$ cat src/rtl/uart_tx.sv
// uart_tx: 8N1 serial transmitter with a one-word holding register for gapless frames.
// Define UART_TX_PARITY_EN to insert a parity bit after the data (PARITY_ODD selects odd parity).
module uart_tx #(
    parameter int CLKS_PER_BIT = 48,
    parameter int STOP_BITS    = 1,
    parameter int PARITY_ODD   = 0
) (
    input  logic       Clk,
    input  logic       Rstn,
    input  logic [7:0] PalDataIn,
    input  logic       PalDataInEn,
    output logic       PalDataInPermit,
    output logic       SerDataOut,
    output logic       TxBusy
);
    typedef enum logic [2:0] {IDLE, START, DATA, PARITY, STOP} stateT;

    localparam logic [15:0] LAST = 16'(CLKS_PER_BIT - 1);

    if (CLKS_PER_BIT < 4 || CLKS_PER_BIT > 65535 || STOP_BITS < 1 || STOP_BITS > 2 ||
        PARITY_ODD < 0 || PARITY_ODD > 1) begin : gBadParam
        $error("uart_tx: illegal parameter value");
    end

    stateT       state;
    logic [7:0]  holdReg;
    logic [7:0]  shiftReg;
    logic [15:0] baudCnt;
    logic [2:0]  bitIdx;
    logic        stopCnt;
    logic        bitEnd;
    logic        lastStop;
    logic        load;
`ifdef UART_TX_PARITY_EN
    logic        parityBit;
`endif

    assign bitEnd   = baudCnt == LAST;
    assign lastStop = stopCnt == 1'(STOP_BITS - 1);
    // A full holding register is picked up from IDLE or on the last STOP cycle, giving zero idle gap.
    assign load     = !PalDataInPermit && (state == IDLE || (state == STOP && bitEnd && lastStop));

    always_ff @(posedge Clk or negedge Rstn) begin
        if (!Rstn) begin
            state           <= IDLE;
            holdReg         <= '0;
            shiftReg        <= '0;
            baudCnt         <= '0;
            bitIdx          <= '0;
            stopCnt         <= 1'b0;
            PalDataInPermit <= 1'b1;
            SerDataOut      <= 1'b1;
            TxBusy          <= 1'b0;
`ifdef UART_TX_PARITY_EN
            parityBit       <= 1'b0;
`endif
        end else begin
            if (PalDataInEn && PalDataInPermit) begin
                holdReg         <= PalDataIn;
                PalDataInPermit <= 1'b0;
            end
            baudCnt <= (state == IDLE || bitEnd) ? '0 : baudCnt + 1'b1;
            if (load) begin
                shiftReg        <= holdReg;
                PalDataInPermit <= 1'b1;
                state           <= START;
                SerDataOut      <= 1'b0;
                TxBusy          <= 1'b1;
                bitIdx          <= '0;
                stopCnt         <= 1'b0;
`ifdef UART_TX_PARITY_EN
                parityBit       <= ^holdReg ^ 1'(PARITY_ODD);
`endif
            end else begin
                case (state)
                    IDLE: SerDataOut <= 1'b1;
                    START: if (bitEnd) begin
                        state      <= DATA;
                        SerDataOut <= shiftReg[0];
                    end
                    DATA: if (bitEnd) begin
                        shiftReg <= shiftReg >> 1;
                        bitIdx   <= bitIdx + 1'b1;
                        if (bitIdx == 3'd7) begin
`ifdef UART_TX_PARITY_EN
                            state      <= PARITY;
                            SerDataOut <= parityBit;
`else
                            state      <= STOP;
                            SerDataOut <= 1'b1;
`endif
                        end else begin
                            SerDataOut <= shiftReg[1];
                        end
                    end
`ifdef UART_TX_PARITY_EN
                    PARITY: if (bitEnd) begin
                        state      <= STOP;
                        SerDataOut <= 1'b1;
                    end
`endif
                    STOP: if (bitEnd) begin
                        if (!lastStop) begin
                            stopCnt <= stopCnt + 1'b1;
                        end else begin
                            stopCnt    <= 1'b0;
                            state      <= IDLE;
                            TxBusy     <= 1'b0;
                            SerDataOut <= 1'b1;
                        end
                    end
                    default: state <= IDLE;
                endcase
            end
        end
    end
endmodule

$ cat config.mk
export PLATFORM = sky130hd
export DESIGN_NAME = uart_tx
export DESIGN_NICKNAME = d
export VERILOG_FILES = /design/src/rtl/uart_tx.sv
export SDC_FILE = /design/constraint.sdc
export NUM_CORES = 1
export LEC_CHECK = 0
export ABC_CLOCK_PERIOD_IN_PS = 1800
export CORE_AREA = 2 2 64 66
export CTS_CLUSTER_DIAMETER = 30
export CTS_CLUSTER_SIZE = 14
export DETAILED_ROUTE_END_ITERATION = 12
export DIE_AREA = 0 0 66 68
export GPL_ROUTABILITY_DRIVEN = 0
export PLACE_DENSITY = 0.81
export SKIP_LAST_GASP = 1
export SYNTH_ARGS = -nofsm -noshare
export SYNTH_HDL_FRONTEND = slang
export SYNTH_SLANG_ARGS = --single-unit
$ cat constraint.sdc
create_clock -name Clk -period 1.8 [get_ports Clk]
set_input_delay 0.54 -clock Clk [delete_from_list [all_inputs] [get_ports Clk]]
set_output_delay 0.54 -clock Clk [all_outputs]
set_load 0.02 [all_outputs]
======== Word-level counts from Yosys, hierarchy flattened ========
Index checks and enable logic that the tools add are counted.
W data, S select, Z words.
cells by class
  add/subtract/negate cells ............... 3
  $mul .................................... 0
  div/mod/pow operators ................... 0
  magnitude comparators ................... 0
  eq/ne operators ......................... 12
  shifts and indexed selects .............. 0
  muxes and demuxes ....................... 31
  bitwise operators ....................... 1
  reductions and logical operators ........ 18
operator list
  cell                     number
  $mux W3                  9
  $mux W8                  3
  $add A16 B1 Y16 const B  1
  $eq A16 B6 Y1 const B    1
  $mux W1                  16
  $mux W16                 1
  $ne A3 B3 Y1 const B     5
  $pmux W3 S4              1
  $reduce_bool A2 Y1       4
  $eq A3 B3 Y1 const B     2
  $reduce_and A6 Y1        1
  $reduce_and A5 Y1        1
  $reduce_bool A5 Y1       1
  $logic_and A1 B1 Y1      4
  $pmux W1 S4              1
  $reduce_and A2 Y1        2
  $add A3 B1 Y3 const B    1
  $eq A3 B1 Y1 const B     1
  $eq A3 B2 Y1 const B     1
  $logic_not A3 Y1         1
  $reduce_and A3 Y1        1
  $logic_or A1 B1 Y1       2
  $ne A2 B1 Y1 const B     1
  $ne A2 B2 Y1 const B     1
  other kinds (3)          3
word-level totals
  bits in registers ....................... 42
  latch bits .............................. 0
  memory bits (writable) .................. 0
  bits in read-only memories .............. 0
  input port bits ......................... 11
  output and inout bits ................... 3
  logic and storage cells ................. 74
  memories kept ........................... 0

======== Logic depth before layout (Yosys ltp) ========
  depth after elaboration ................. 7
  depth in mapped cells ................... 7
  depth with buffers taken out ............ 6

======== Worst setup path after synthesis ========
Ideal clock, no wire load.
  path type ............................... register to register
  start ................................... register baudCnt[0]
  end ..................................... register shiftReg[2]
  library setup time ...................... 123 ps
  arrival time ............................ 1,713 ps
  data required time ...................... 1,677 ps
  setup slack ............................. -36 ps
  cell stages (with the launch flop) ...... 7
  buffers on the path ..................... 1
  period minus slack after synthesis ...... 1,836 ps
  path through ............................ dfrtp_1 -> ha_1 -> and4_1 -> nand4_2 -> or3_1 -> buf_6 -> o221a_2
between the ends
  longest elaborated chain between the ends .. 7
  elaborated cells on any way between the ends .. 9
  those cells by class .................... eq/ne (1); mux (1); reduce/logical (7)
ends and longest elaborated chain
  element                              RTL line  text
  start: declaration                   28        logic [15:0] baudCnt;
  start signal: assignment             62        baudCnt <= (state == IDLE || bitEnd) ? '0 : baudCnt + 1'b1;
  $eq A16 B6 Y1 *                      38        assign bitEnd = baudCnt == LAST;
  $logic_and A1 B1 Y1 (2 in a row)     41        assign load = !PalDataInPermit && (state == IDLE || (state == STOP && bitEnd && lastStop));
  $logic_or A1 B1 Y1                   41
  $logic_and A1 B1 Y1                  41
  $reduce_bool A2 Y1 (no source line)  --
  $reduce_and A2 Y1 (no source line)   --
  end signal: assignment               64        shiftReg <= holdReg;
  end signal: assignment               82        shiftReg <= shiftReg >> 1;
  end: declaration                     27        logic [7:0] shiftReg;
Mark *: on every way between the ends. The rest lies on a longest branch, timed or not.
A chain may end at the register's enable or synchronous reset.

======== Worst setup path in the final report ========
  start ................................... register baudCnt[11]
  end ..................................... register SerDataOut
between the ends
  longest elaborated chain between the ends .. 7
  elaborated cells on any way between the ends .. 12
  those cells by class .................... eq/ne (5); mux (1); reduce/logical (6)
ends and longest elaborated chain
  element                                                              RTL line  text
  $eq A16 B6 Y1 *                                                      38
  $logic_and A1 B1 Y1 (2 in a row)                                     41
  $logic_or A1 B1 Y1                                                   41
  $logic_and A1 B1 Y1                                                  41
  $ne A3 B3 Y1 (no source line) or $reduce_bool A5 Y1 (tied branches)  --
  $reduce_and A5 Y1 (no source line)                                   --
  end signal: assignment                                               79        SerDataOut <= shiftReg[0];
  end signal: assignment                                               93        SerDataOut <= shiftReg[1];
  end: declaration                                                     13        output logic SerDataOut,
Marked as above.

==> out/results.tsv <==
metric	value	unit
First-pass DRT Iterations	4	
Sequential Area	1030	µm²
syn nets	188	
Worst Max-Slew Pin Slew	0.427	ns
outcome	finished with violations	
synthesized area per cell	11.1	µm²
Critical Path RT	1.97	ns
Crit. End Element	register	
Synth top area share	50.5	%
utilization after layout	64.7	%
number of global-route vias before repair	1409	
most common cell in the synthesized netlist	dfrtp_1	
Rows	23	
Cell variety after synth	38	
cell taking the most area after synthesis	dfrtp_1	
Detail Route Antenna Nets	0	
Die H	68	µm
DRC Markers	0	
initial antenna violation count	0	
CTS tree	yes	
PD cells	671	nW/µm²
CTS root buffer	clkbuf_8	
Seq/Total Area, Yosys	53.2	%
Post-synth ARST share	100	%
Area growth, synth to finish	29.1	%
global-route wire length before repair	6330	µm
share of cells above drive strength 1	30.2	%
Post-synth EDFFs	0	
Area after DPL	2300	µm²
P_sw	345	µW
top post-synthesis cells by area	dfrtp_1, xor2_1, mux2_2	
area occupied by multi-input gates	932	µm²
Routed WL per cell	14.8	µm
final setup fails	1	
core footprint	3860	µm²
Final Cell Area	2490	µm²
class of the worst hold path	in -> async	
power after layout	1.68	mW
Worst Slack Setup Final	-0.00135	ns
CP Class	reg -> reg	
CTS buffer count	5	
pin count of the biggest net entering global routing	25	
VDD IR max	0.628	mV
Inserted Diodes	0	
synth warn	0	
Final min period	1.80	ns
# hold bufs at CTS	0	
Leak Pwr	1.19	nW
IO Port Bufs	13	
Switching Fraction	20.6	%
CP arrival	1.98	ns
Syn Inst Count	174	
Tcrit/Tclk final	100	%
Nets	228	
H-tree depth	2	
HPWL Detailed	2450	µm
Die Wd	66	µm
Final Slew Violations	0	
Reg clk slew, reported paths	0.07	ns
Max-cap violations	0	
Worst setup SP type	register	
# fillers	301	
Top Ports	14	
Flop pwr share	56.8	%
DRT iter0 DRCs	116	
Vias/cell	5.29	
GRT Total Usage	19.0	%
top_reg_cell synth	dfrtp_1	
drt total wl	3910	µm
relative max-transition margin	71.5	%
Max Root-Sink Buffers	2	
Clk pwr share	39.2	%
internal power	1.33	mW
Congestion Overflow GR	0	
Die ar.	4490	µm²
clock sinks	41	
failing checks	setup timing	
Hold Fails Final Rpt	0	
Final Skew	0.00426	ns
synth cell count leaders	dfrtp_1, nor2_1, nand2_1	
Yosys reg bits	41	
combinational share of power	4.0	%
fmax	555	MHz
Via Count	1402	
DP Worst Slack	-0.0898	ns
Post-Syn Area	1930	µm²
RSZ-0062 raised after global routing	true	
Hold Slack	0.175	ns
Initial Util	50.1	%
CP Max Fanout	7	
worst skew pair latency	0.29	ns
## flip-flops by register name (all words and copies together), names as in the netlist
register / count
PalDataInPermit: 1
bitIdx: 3
SerDataOut: 1
shiftReg: 8
baudCnt: 16
TxBusy: 1
holdReg: 8
state: 3
## power groups by stage
stage	Clock [mW]	Combinational [mW]	Sequential (mW)
global route	0.707	0.0749	0.953
floorplan	0	0.0225	0.965
global placement	0	0.0661	0.968
finish	0.657	0.0676	0.951
detailed placement	0	0.0679	0.969
CTS	0.671	0.0680	0.951
## cell usage in the layout, fill, tap and decap left out, types with 3 or more instances in the layout
cell type	Yosys	routed
dfrtp_1	39	39
buf_4	0	23
nor2_1	20	20
xor2_1	11	11
nand2_1	12	11
clkdlybuf4s50_1	0	9
mux2_2	8	8
clkbuf_8	0	7
nand3_1	6	6
nand2b_1	7	6
o21ai_0	5	5
a21oi_1	5	4
o221a_2	4	4
buf_6	1	4
and4_1	5	3
nand4_1	3	3
xnor2_1	4	3
nor2b_1	3	3
inv_1	3	3
nand3b_1	3	3
dlygate4sd2_1	0	3
## through the flow
| step | TNS (ns) | instances |
|---|---|---|
| floorplan | 0 | 174 |
| global placement | 0 | 256 |
| detailed placement | -0.425 | 256 |
| CTS | -0.0152 | 265 |
| global route | -0.725 | 265 |
| finish | -0.00135 | 265 |
## final timing paths
path                              from               to  slack, ns  cells past startpoint
setup / recovery           baudCnt[11]       SerDataOut     -0.001                      5
hold / removal                    Rstn       baudCnt[6]       0.17                      1
setup reg to reg           baudCnt[11]       SerDataOut     -0.001                      5
hold reg to reg             holdReg[7]      shiftReg[7]       0.48                      2
max in group asynchronous         Rstn  PalDataInPermit       1.09                      2
min in group Clk            holdReg[7]      shiftReg[7]       0.48                      2
## cell type report
cell class	instances	share of cell area, %
clock buffers	7	3.86
repair buffers	41	14.4
multi-input cells	122	37.4
well taps	50	2.51
flip-flops and latches	41	41.2
clock inverters	1	0.201
inverters	3	0.451
## critical path, stage by stage, from the launching register on
cell      delay (ns)
dfrtp_1         0.42
nor4_4          0.40
and4_2          0.36
a31oi_1         0.09
or3_1           0.31
o311ai_0        0.10
## kinds of logic after synthesis
| logic type | share of synthesized area, % |
|---|---|
| adders and majority gates | 1.94 |
| xor gates and xnor gates | 6.80 |
| muxes | 5.18 |
| buffers and inverters | 2.59 |
| DFF | 53.2 |
| and+or+nand+nor | 20.9 |
| AOI/OAI and AO/OA | 9.33 |
## timing repair
action / in CTS / in global routing
pin swaps: 1 / 8
setup buffers: 1 / 0
resized for setup: 7 / 15
setup endpoints to repair: 13 / 12
## metal layers
| metal | routed length [µm] | share of wire [%] | GRT usage, % | up-vias |
|---|---|---|---|---|
| met5 | 0 | 0 | 0 | - |
| li1 | - | - | - | 694 |
| met1 | 1740 | 44 | 24.3 | 675 |
| met4 | 107 | 2.7 | 6.89 | 0 |
| met3 | 111 | 2.8 | 4.44 | 9 |
| met2 | 1960 | 50 | 31.8 | 24 |
Note: power is estimated with default switching activity, not from simulation.
==> patch (same flow settings) <==
Reset style: synchronous (`Rstn`), changed in one clocked block.
--- a/src/rtl/uart_tx.sv
+++ b/src/rtl/uart_tx.sv
@@ -40,7 +40,7 @@
     // A full holding register is picked up from IDLE or on the last STOP cycle, giving zero idle gap.
     assign load     = !PalDataInPermit && (state == IDLE || (state == STOP && bitEnd && lastStop));
 
-    always_ff @(posedge Clk or negedge Rstn) begin
+    always_ff @(posedge Clk) begin
         if (!Rstn) begin
             state           <= IDLE;
             holdReg         <= '0;
Function: differs if Rstn is asserted again (counterexample within 4 cycles, from zero or initial values and one cycle with Rstn low); with Rstn held inactive, the same outputs for 10 cycles.
==> patch against the original RTL <==
Worst hold slack improved by 0.29 ns; die area did not move; routed wire length rose by 1.6%; area after synthesis fell by 3.1%; sequential cell count did not move; worst setup slack improved by 0.020 ns; cell area fell by 3.6%; critical path depth rose by 3; critical path type unchanged.
Power is not compared: it rests on default switching activity, and its combinational part moved more than twofold at a synthesized area within 25%.
==> patch: results (changes against the original RTL) <==
* Status: complete, no violations (was finished with violations)
* Synth Flop Type: dfxtp_1 (was dfrtp_1)
* Dpl cell area at 2200 µm² (was 2300 µm²)
* Met2 GRT Util at 33.6% (was 31.8%)
* Commonest cells in the netlist: dfxtp_1, nand2_1, a21oi_1 (was dfrtp_1, nor2_1, nand2_1)
* Met2 routed WL at 2.08 mm (was 1.96 mm)
* Met1 Use GR at 19.5% (was 24.3%)
* Routed vias/inst at 5.23 (was 5.29)
* CP arrival at 2.01 ns (was 1.98 ns)
* Crit Path Max Fanout at 5 (was 7)
* Met3 Use GR at 5.43% (was 4.44%)
* XOR/XNOR Fraction of Synth Area at 7.02% (was 6.80%)
* DR iter-0 viols at 101 (was 116)
* Slowest stage delay, CP at 0.34 ns (was 0.42 ns)
* Clock Skews at 0.00186 ns (was 0.00426 ns)
* Vias after detailed routing at 1554 (was 1402)
* Fraction of layout cells with a size suffix above 1 at 25.1% (was 30.2%)
* Mux share of post-synthesis cell area at 1.14% (was 5.18%)
* Place WS at -0.0679 ns (was -0.0898 ns)
* First-pass GRT wire length at 6.12 mm (was 6.33 mm)
* Synth top area cells: dfxtp_1, a21oi_1, nand2_1, nand3_1, xor2_1 (was dfrtp_1, xor2_1, mux2_2, nor2_1, dfstp_2)
* Total routed wirelength at 3.97 mm (was 3.91 mm)
* Synth Area in Compound Gates at 12.6% (was 9.33%)
* Synth Area in Adders at 2.01% (was 1.94%)
* Sequential share of the synthesized area at 43.9% (was 53.2%)
==> patch: cell types whose count changed after synthesis, sizes merged, moves of 3 or more <==
cell / delta
nand3b: -3
nor3: +5
a22oi: +5
nand2b: -6
nor2b: -3
nand2: +14
dfrtp: -39
buf: +3
mux2: -7
nand3: +16
dfxtp: +41
o221a: -6
a21oi: +16
==> patch: path summary, 6_finish.rpt <==
path / cells past startpoint / to / from / slack (ns)
setup / recovery: 8 / shiftReg[5] / baudCnt[1] / 0.02
hold / removal: 2 / bitIdx[2] / bitIdx[2] / 0.46
setup reg to reg: 8 / shiftReg[5] / baudCnt[1] / 0.02
hold reg to reg: 2 / bitIdx[2] / bitIdx[2] / 0.46
==> patch: worst max-delay path: cells and delay by family, from the launching register on <==
kind / cells / cell delay, ns
simple gates: 3 / 0.64
buf+inv: 2 / 0.36
flops: 1 / 0.34
compound gates: 2 / 0.20
fa+ha+maj: 1 / 0.17
==> patch: final cells by class <==
class                   count  area (µm²)  share of cell area, %
inverters                   3        11.3                  0.468
repair buffers             41         382                   15.9
flip-flops and latches     41         827                   34.4
multi-input cells         154        1020                   42.5
well taps                  50        62.6                   2.60
clock inverters             1        5.00                  0.208
clock buffers               7        96.3                   4.01
==> patch: what timing repair did <==
item / in CTS / in global routing
setup buffers: 0 / 3
gates resized for setup: 2 / 16
cloned: 0 / 1
setup endpoints to repair: 2 / 14
pin swaps: 0 / 8
==> patch: power breakdown <==
| part | switching (W) | internal, W |
|---|---|---|
| sequential | 0.0000188 | 0.000932 |
| clock | 0.000320 | 0.000347 |
| combinational | 0.0000854 | 0.0000721 |
